[src/rtl/hd44780_bus_reader.sv]
// hd44780_bus_reader
//   Read-side engine for the HD44780 LCD bus. One request performs a read
//   cycle with RS/RW/E sequencing and returns either the busy-flag/address
//   counter byte (rs_in=0) or a data-RAM byte (rs_in=1). A busy-flag read can
//   optionally be repeated until BF clears or MAX_POLLS reads have been made.
//
// Parameters
//   FOUR_BIT      : 1 = two nibble strobes per byte on lcd_db_in[7:4], high first
//   SETUP_CYCLES  : RS/RW setup before the first E rise (>=1)
//   E_HIGH_CYCLES : E high time per strobe (>=1)
//   E_LOW_CYCLES  : E low time after each strobe (>=1)
//   MAX_POLLS     : max reads per polled request, first read included (>=1)
//
// Ports
//   clk, rst      : clock, asynchronous active-low reset
//   start         : request, accepted only while busy=0
//   rs_in, poll   : register select / poll enable, latched on accept
//   busy          : high in every state except IDLE
//   done          : one-cycle completion pulse
//   timeout       : with done, poll ran out of reads while BF was still 1
//   data          : last completed byte, held until the next done
//   lcd_rs/rw/e   : LCD control pins (rw=1 tells the pin mux to tristate DB)
//   lcd_db_in     : LCD data bus input
module hd44780_bus_reader #(
  parameter int FOUR_BIT      = 0,
  parameter int SETUP_CYCLES  = 2,
  parameter int E_HIGH_CYCLES = 6,
  parameter int E_LOW_CYCLES  = 6,
  parameter int MAX_POLLS     = 16
) (
  input  logic       clk,
  input  logic       rst,
  input  logic       start,
  input  logic       rs_in,
  input  logic       poll,
  output logic       busy,
  output logic       done,
  output logic       timeout,
  output logic [7:0] data,
  output logic       lcd_rs,
  output logic       lcd_rw,
  output logic       lcd_e,
  input  logic [7:0] lcd_db_in
);

  // One down-counter times every phase, so it is sized for the longest one.
  localparam int MAX_CYC =
    (SETUP_CYCLES > E_HIGH_CYCLES)
      ? ((SETUP_CYCLES  > E_LOW_CYCLES) ? SETUP_CYCLES  : E_LOW_CYCLES)
      : ((E_HIGH_CYCLES > E_LOW_CYCLES) ? E_HIGH_CYCLES : E_LOW_CYCLES);
  localparam int CNT_W  = $clog2(MAX_CYC) + 1;
  localparam int PCNT_W = $clog2(MAX_POLLS) + 1;

  localparam logic [CNT_W-1:0]  SETUP_LD = CNT_W'(SETUP_CYCLES - 1);
  localparam logic [CNT_W-1:0]  EHI_LD   = CNT_W'(E_HIGH_CYCLES - 1);
  localparam logic [CNT_W-1:0]  ELO_LD   = CNT_W'(E_LOW_CYCLES - 1);
  localparam logic [CNT_W-1:0]  CNT_ONE  = CNT_W'(1);
  localparam logic [PCNT_W-1:0] PCNT_ONE = PCNT_W'(1);

  typedef enum logic [2:0] {
    S_IDLE,
    S_SETUP,
    S_EHI,
    S_ELO,
    S_DONE
  } state_t;

  state_t            state_q;
  logic [CNT_W-1:0]  cnt_q;
  logic [PCNT_W-1:0] pcnt_q;     // completed reads minus one in this request
  logic              nib_q;      // 1 = high nibble captured, low nibble pending
  logic              rs_q;
  logic              poll_q;
  logic [7:0]        rd_byte_q;  // byte being assembled from the bus
  logic              busy_q;
  logic              done_q;
  logic              timeout_q;
  logic [7:0]        data_q;
  logic              lcd_rs_q;
  logic              lcd_rw_q;
  logic              lcd_e_q;

  // BF still set on a polled status read: another read is wanted, and it is
  // allowed only while the read budget is not exhausted.
  logic bf_pending;
  logic poll_again;
  assign bf_pending = poll_q && !rs_q && rd_byte_q[7];
  assign poll_again = bf_pending && ((int'(pcnt_q) + 1) < MAX_POLLS);

  // NOTE: state is updated with non-blocking assignments so every register
  // samples the pre-edge values, whatever the statement order below.
  always_ff @(posedge clk or negedge rst) begin
    if (!rst) begin
      state_q   <= S_IDLE;
      cnt_q     <= '0;
      pcnt_q    <= '0;
      nib_q     <= 1'b0;
      rs_q      <= 1'b0;
      poll_q    <= 1'b0;
      rd_byte_q <= 8'h00;
      busy_q    <= 1'b0;
      done_q    <= 1'b0;
      timeout_q <= 1'b0;
      data_q    <= 8'h00;
      lcd_rs_q  <= 1'b0;
      lcd_rw_q  <= 1'b0;
      lcd_e_q   <= 1'b0;
    end else begin
      case (state_q)
        S_IDLE: begin
          if (start) begin
            rs_q     <= rs_in;
            poll_q   <= poll;
            lcd_rs_q <= rs_in;
            lcd_rw_q <= 1'b1;
            busy_q   <= 1'b1;
            pcnt_q   <= '0;
            nib_q    <= 1'b0;
            cnt_q    <= SETUP_LD;
            state_q  <= S_SETUP;
          end
        end

        S_SETUP: begin
          if (cnt_q == '0) begin
            lcd_e_q <= 1'b1;
            cnt_q   <= EHI_LD;
            state_q <= S_EHI;
          end else begin
            cnt_q <= cnt_q - CNT_ONE;
          end
        end

        S_EHI: begin
          if (cnt_q == '0) begin
            // The bus is captured on the same edge that drops E.
            if (FOUR_BIT != 0) begin
              if (!nib_q) rd_byte_q[7:4] <= lcd_db_in[7:4];
              else        rd_byte_q[3:0] <= lcd_db_in[7:4];
              nib_q <= ~nib_q;
            end else begin
              rd_byte_q <= lcd_db_in;
            end
            lcd_e_q <= 1'b0;
            cnt_q   <= ELO_LD;
            state_q <= S_ELO;
          end else begin
            cnt_q <= cnt_q - CNT_ONE;
          end
        end

        S_ELO: begin
          if (cnt_q == '0) begin
            if ((FOUR_BIT != 0) && nib_q) begin
              // Low nibble strobe: RS/RW already stable, no setup phase.
              lcd_e_q <= 1'b1;
              cnt_q   <= EHI_LD;
              state_q <= S_EHI;
            end else if (poll_again) begin
              pcnt_q  <= pcnt_q + PCNT_ONE;
              nib_q   <= 1'b0;
              lcd_e_q <= 1'b1;
              cnt_q   <= EHI_LD;
              state_q <= S_EHI;
            end else begin
              done_q    <= 1'b1;
              data_q    <= rd_byte_q;
              timeout_q <= bf_pending;
              lcd_rw_q  <= 1'b0;
              lcd_rs_q  <= 1'b0;
              state_q   <= S_DONE;
            end
          end else begin
            cnt_q <= cnt_q - CNT_ONE;
          end
        end

        S_DONE: begin
          // start is deliberately not looked at here; busy drops for at
          // least one cycle before the next request can be taken.
          done_q    <= 1'b0;
          timeout_q <= 1'b0;
          busy_q    <= 1'b0;
          state_q   <= S_IDLE;
        end

        default: state_q <= S_IDLE;
      endcase
    end
  end

  assign busy    = busy_q;
  assign done    = done_q;
  assign timeout = timeout_q;
  assign data    = data_q;
  assign lcd_rs  = lcd_rs_q;
  assign lcd_rw  = lcd_rw_q;
  assign lcd_e   = lcd_e_q;

endmodule

[config.mk]
export PLATFORM = sky130hd
export DESIGN_NAME = hd44780_bus_reader
export DESIGN_NICKNAME = d
export VERILOG_FILES = /design/src/rtl/hd44780_bus_reader.sv
export SDC_FILE = /design/constraint.sdc
export NUM_CORES = 1
export LEC_CHECK = 0
export CORE_MARGIN = 1
export CORE_UTILIZATION = 57
export CTS_CLUSTER_DIAMETER = 50
export DETAILED_ROUTE_END_ITERATION = 7
export PLACE_DENSITY = 0.84
export SYNTH_ARGS = -nofsm -noshare
export SYNTH_HDL_FRONTEND = slang
export SYNTH_SLANG_ARGS = --single-unit
[constraint.sdc]
create_clock -name clk -period 5.3 [get_ports clk]
set_input_delay 0.53 -clock clk [delete_from_list [all_inputs] [get_ports clk]]
set_output_delay 0.53 -clock clk [all_outputs]
set_load 0.02 [all_outputs]
==> results.md <==
- Outcome: complete, but fails checks
- Failing checks: DRC
- Async set-or-reset flop fraction in the synthesized netlist: 1.00
- TNS Setup: 0 ns
- Post-CTS Setup Inserts: 0
- Final Slew Violations: 0
- Sw Pwr: 0.472 mW
- Yosys reg bits: 36
- Final Hold Fails: 0
- Clk slew on worst S/H paths: 0.11 ns
- First-pass iteration count of the detailed router: 7
- CTS tree: yes
- Site Rows: 19
- Hold crit path type: flip-flop to flip-flop
- Port-buffer cells: 26
- EDFF count, synth: 0
- Seq pwr share: 0.423
- FF-to-FF path depth: 6
- Distinct cells, synth: 50
- Initial antenna violation count: 0
- HP Start: data[6]$_DFFE_PN0P_
- Peak VDD IR: 353 µV
- Top fanout value on the critical path: 12
- Setup violations, final: 0
- I/O pins: 27
- Most used DFF post-synth: dfrtp_1
- Starting density of the core: 0.614
- Global-route wire length before repair: 5750 µm
- Largest net degree at the start of global routing: 37
- GRT Total Usage: 0.238
- Crit Path Class: flip-flop to flip-flop
- Die area: 3250 µm²
- Dominant cells by area after synthesis: dfrtp_1 (52%), mux2_4 (7.0%), mux2_1 (3.3%)
- Worst path required time: 5.52 ns
- Top-count cell post-synth: dfrtp_1
- Min Tclk post-route: 2.34 ns
- Vias in the first global route: 1280
- CP Capture Type: flip-flop
- Clk_skew: 0.00803 ns
- Area leader, netlist: dfrtp_1
- Hold WS: 0.499 ns
- Sw Share: 0.390
- Num CTS Buffers: 5
- Layout cells sized above 1: 0.165
- Die height: 57.0 µm
- Final #Nets: 184
- F_max: 0.428 GHz
- Post_cts resized: 0
- Data arrival, critical path: 2.56 ns
- Fillcell total: 193
- Reg-to-reg slack, setup: 2.96 ns
- Antenna cells: 0
- CTS root buffer: clkbuf_4
- Net count after synthesis: 155
- Max Cap Viol: 0
- CTS Buffer Depth: 2
- Clk_lat worst skew: 0.34 ns
- Hold EP: data[6]$_DFFE_PN0P_
- # DRC: 4
- Core area: 2810 µm²
- Leakage power: 0.902 nW
- Post-Syn Instances: 140
- GR Overflow Total: 0
- Mapped Area: 1720 µm²
- Comb power frac: 0.447
- Post-CTS Hold Buffers: 0
- Yosys top cell area share: 0.523
- Int Power: 0.738 mW
- Top cells by count, synth: dfrtp_1 (36), a21oi_1 (8), mux2_4 (8), inv_1 (6)
- GPL Wtd Cong: 0.876
- Unrepaired setup endpoints after global routing: no
- Vias post-DR: 1260
- Slew HR: 0.586
- Drt wl/cell: 16.9 µm
- Reg2reg start: cnt_q[0]$_DFFE_PN0P_
- Pwr/cell area: 588 nW/µm²
- Routed Antenna Nets: 0
- WHS Path Cells: 1
- Clk sink count: 36
- Syn avg cell area: 12.3 µm²
- Htree depth: 2
- Period utilisation layout: 0.441
- Reg2reg end: data[2]$_DFFE_PN0P_
- Wirelength, routed: 3400 µm
- DR iter-0 viols: 48
- Detailed-placement wirelength estimate: 2400 µm
- Die width: 57.0 µm
- Synth warn: 0
- Startpoint class of the critical path: flip-flop
- Synth-to-Final Area Change: 19.5%
- Clock power frac: 0.130
- Pin slew with the least headroom to its limit: 0.621 ns
- Vias per cell: 6.27
- Post-synthesis sequential area ratio: 0.523
state kept, by name (all words and copies together) (netlist names), 3 cells and up:
register	cells
rd_byte_q	8
cnt_q	4
data	8
pcnt_q	5
state_q	3
layout make-up:
type,count,area [µm²],share of cell area
clock buffer,6,51.3,0.0249
clock inverter,2,15.0,0.00729
inverter,6,22.5,0.0109
multi-input combinational,93,763,0.371
sequential,36,901,0.437
tap,31,38.8,0.0188
timing repair buffer,27,268,0.130
critical path, cell delays in order, from the launching register on:
cell,delay [ns]
dfrtp_1,0.43
inv_1,0.08
ha_1,0.21
nor3b_1,0.42
nand2_2,0.19
a21oi_2,0.51
mux2_1,0.39
stage by stage:
stage	instances	area [µm²]	utilization	setup slack [ns]	total power, mW
floorplan	140	1720	-	3.48	0.874
global placement	193	1990	0.711	3.19	1.02
detailed placement	193	1990	0.711	2.99	1.05
CTS	201	2060	0.734	2.94	1.21
global route	201	2060	0.734	2.80	1.29
finish	201	2060	0.734	2.96	1.21
cells by family after synthesis:
family | count (synthesis) | synth area share
AOI/OAI and AO/OA | 39 | 0.160
adders and majority gates | 2 | 0.0145
and+or+nand+nor | 34 | 0.134
DFF | 36 | 0.523
buffers and inverters | 11 | 0.0341
muxes | 18 | 0.134
power by group through the flow:
stage	logic, mW	registers [mW]	clock network (mW)
finish	0.541	0.512	0.158
global route	0.588	0.526	0.172
CTS	0.543	0.510	0.160
detailed placement	0.537	0.513	0
global placement	0.517	0.505	0
floorplan	0.350	0.524	0
worst max-delay path by stage:
| stage | start | end | slack (ns) | cells past startpoint |
|---|---|---|---|---|
| 5_1_grt | cnt_q[0]$_DFFE_PN0P_ | data[5]$_DFFE_PN0P_ | 2.80 | 6 |
| 3_5_place_dp | cnt_q[0]$_DFFE_PN0P_ | data[5]$_DFFE_PN0P_ | 2.99 | 6 |
| 2_1_floorplan | cnt_q[0]$_DFFE_PN0P_ | data[0]$_DFFE_PN0P_ | 3.48 | 7 |
| 4_1_cts | cnt_q[0]$_DFFE_PN0P_ | data[5]$_DFFE_PN0P_ | 2.94 | 6 |
| 3_3_place_gp | cnt_q[0]$_DFFE_PN0P_ | data[5]$_DFFE_PN0P_ | 3.19 | 6 |
| 6_report | cnt_q[0]$_DFFE_PN0P_ | data[2]$_DFFE_PN0P_ | 2.96 | 6 |
placed cells by master (no fill, tap or decap), types with 2 or more instances in the layout:
cell / count
o31ai_1: 2
nand2_1: 5
o21ai_0: 2
mux2_2: 4
o311ai_0: 4
nor3_1: 4
nand3b_1: 3
and3b_1: 2
nor2_1: 4
mux2_1: 5
a21oi_1: 8
clkbuf_4: 5
clkdlybuf4s50_1: 26
ha_1: 2
mux2_4: 8
o2bb2ai_1: 2
nor2_2: 2
inv_1: 6
a21o_1: 2
clkinvlp_4: 2
a31oi_1: 4
dfrtp_1: 36
o21ai_1: 3
layer usage:
layer / vias up / global-route usage / share of wire / wire (µm)
met1: 609 / 0.295 / 0.42 / 1440
met3: 6 / 0.0816 / 0.071 / 240
met5: - / 0 / 0 / 0
met2: 57 / 0.390 / 0.50 / 1680
met4: 0 / 0.0871 / 0.011 / 37
li1: 588 / - / - / -
Power figures use the tool's default switching activity.
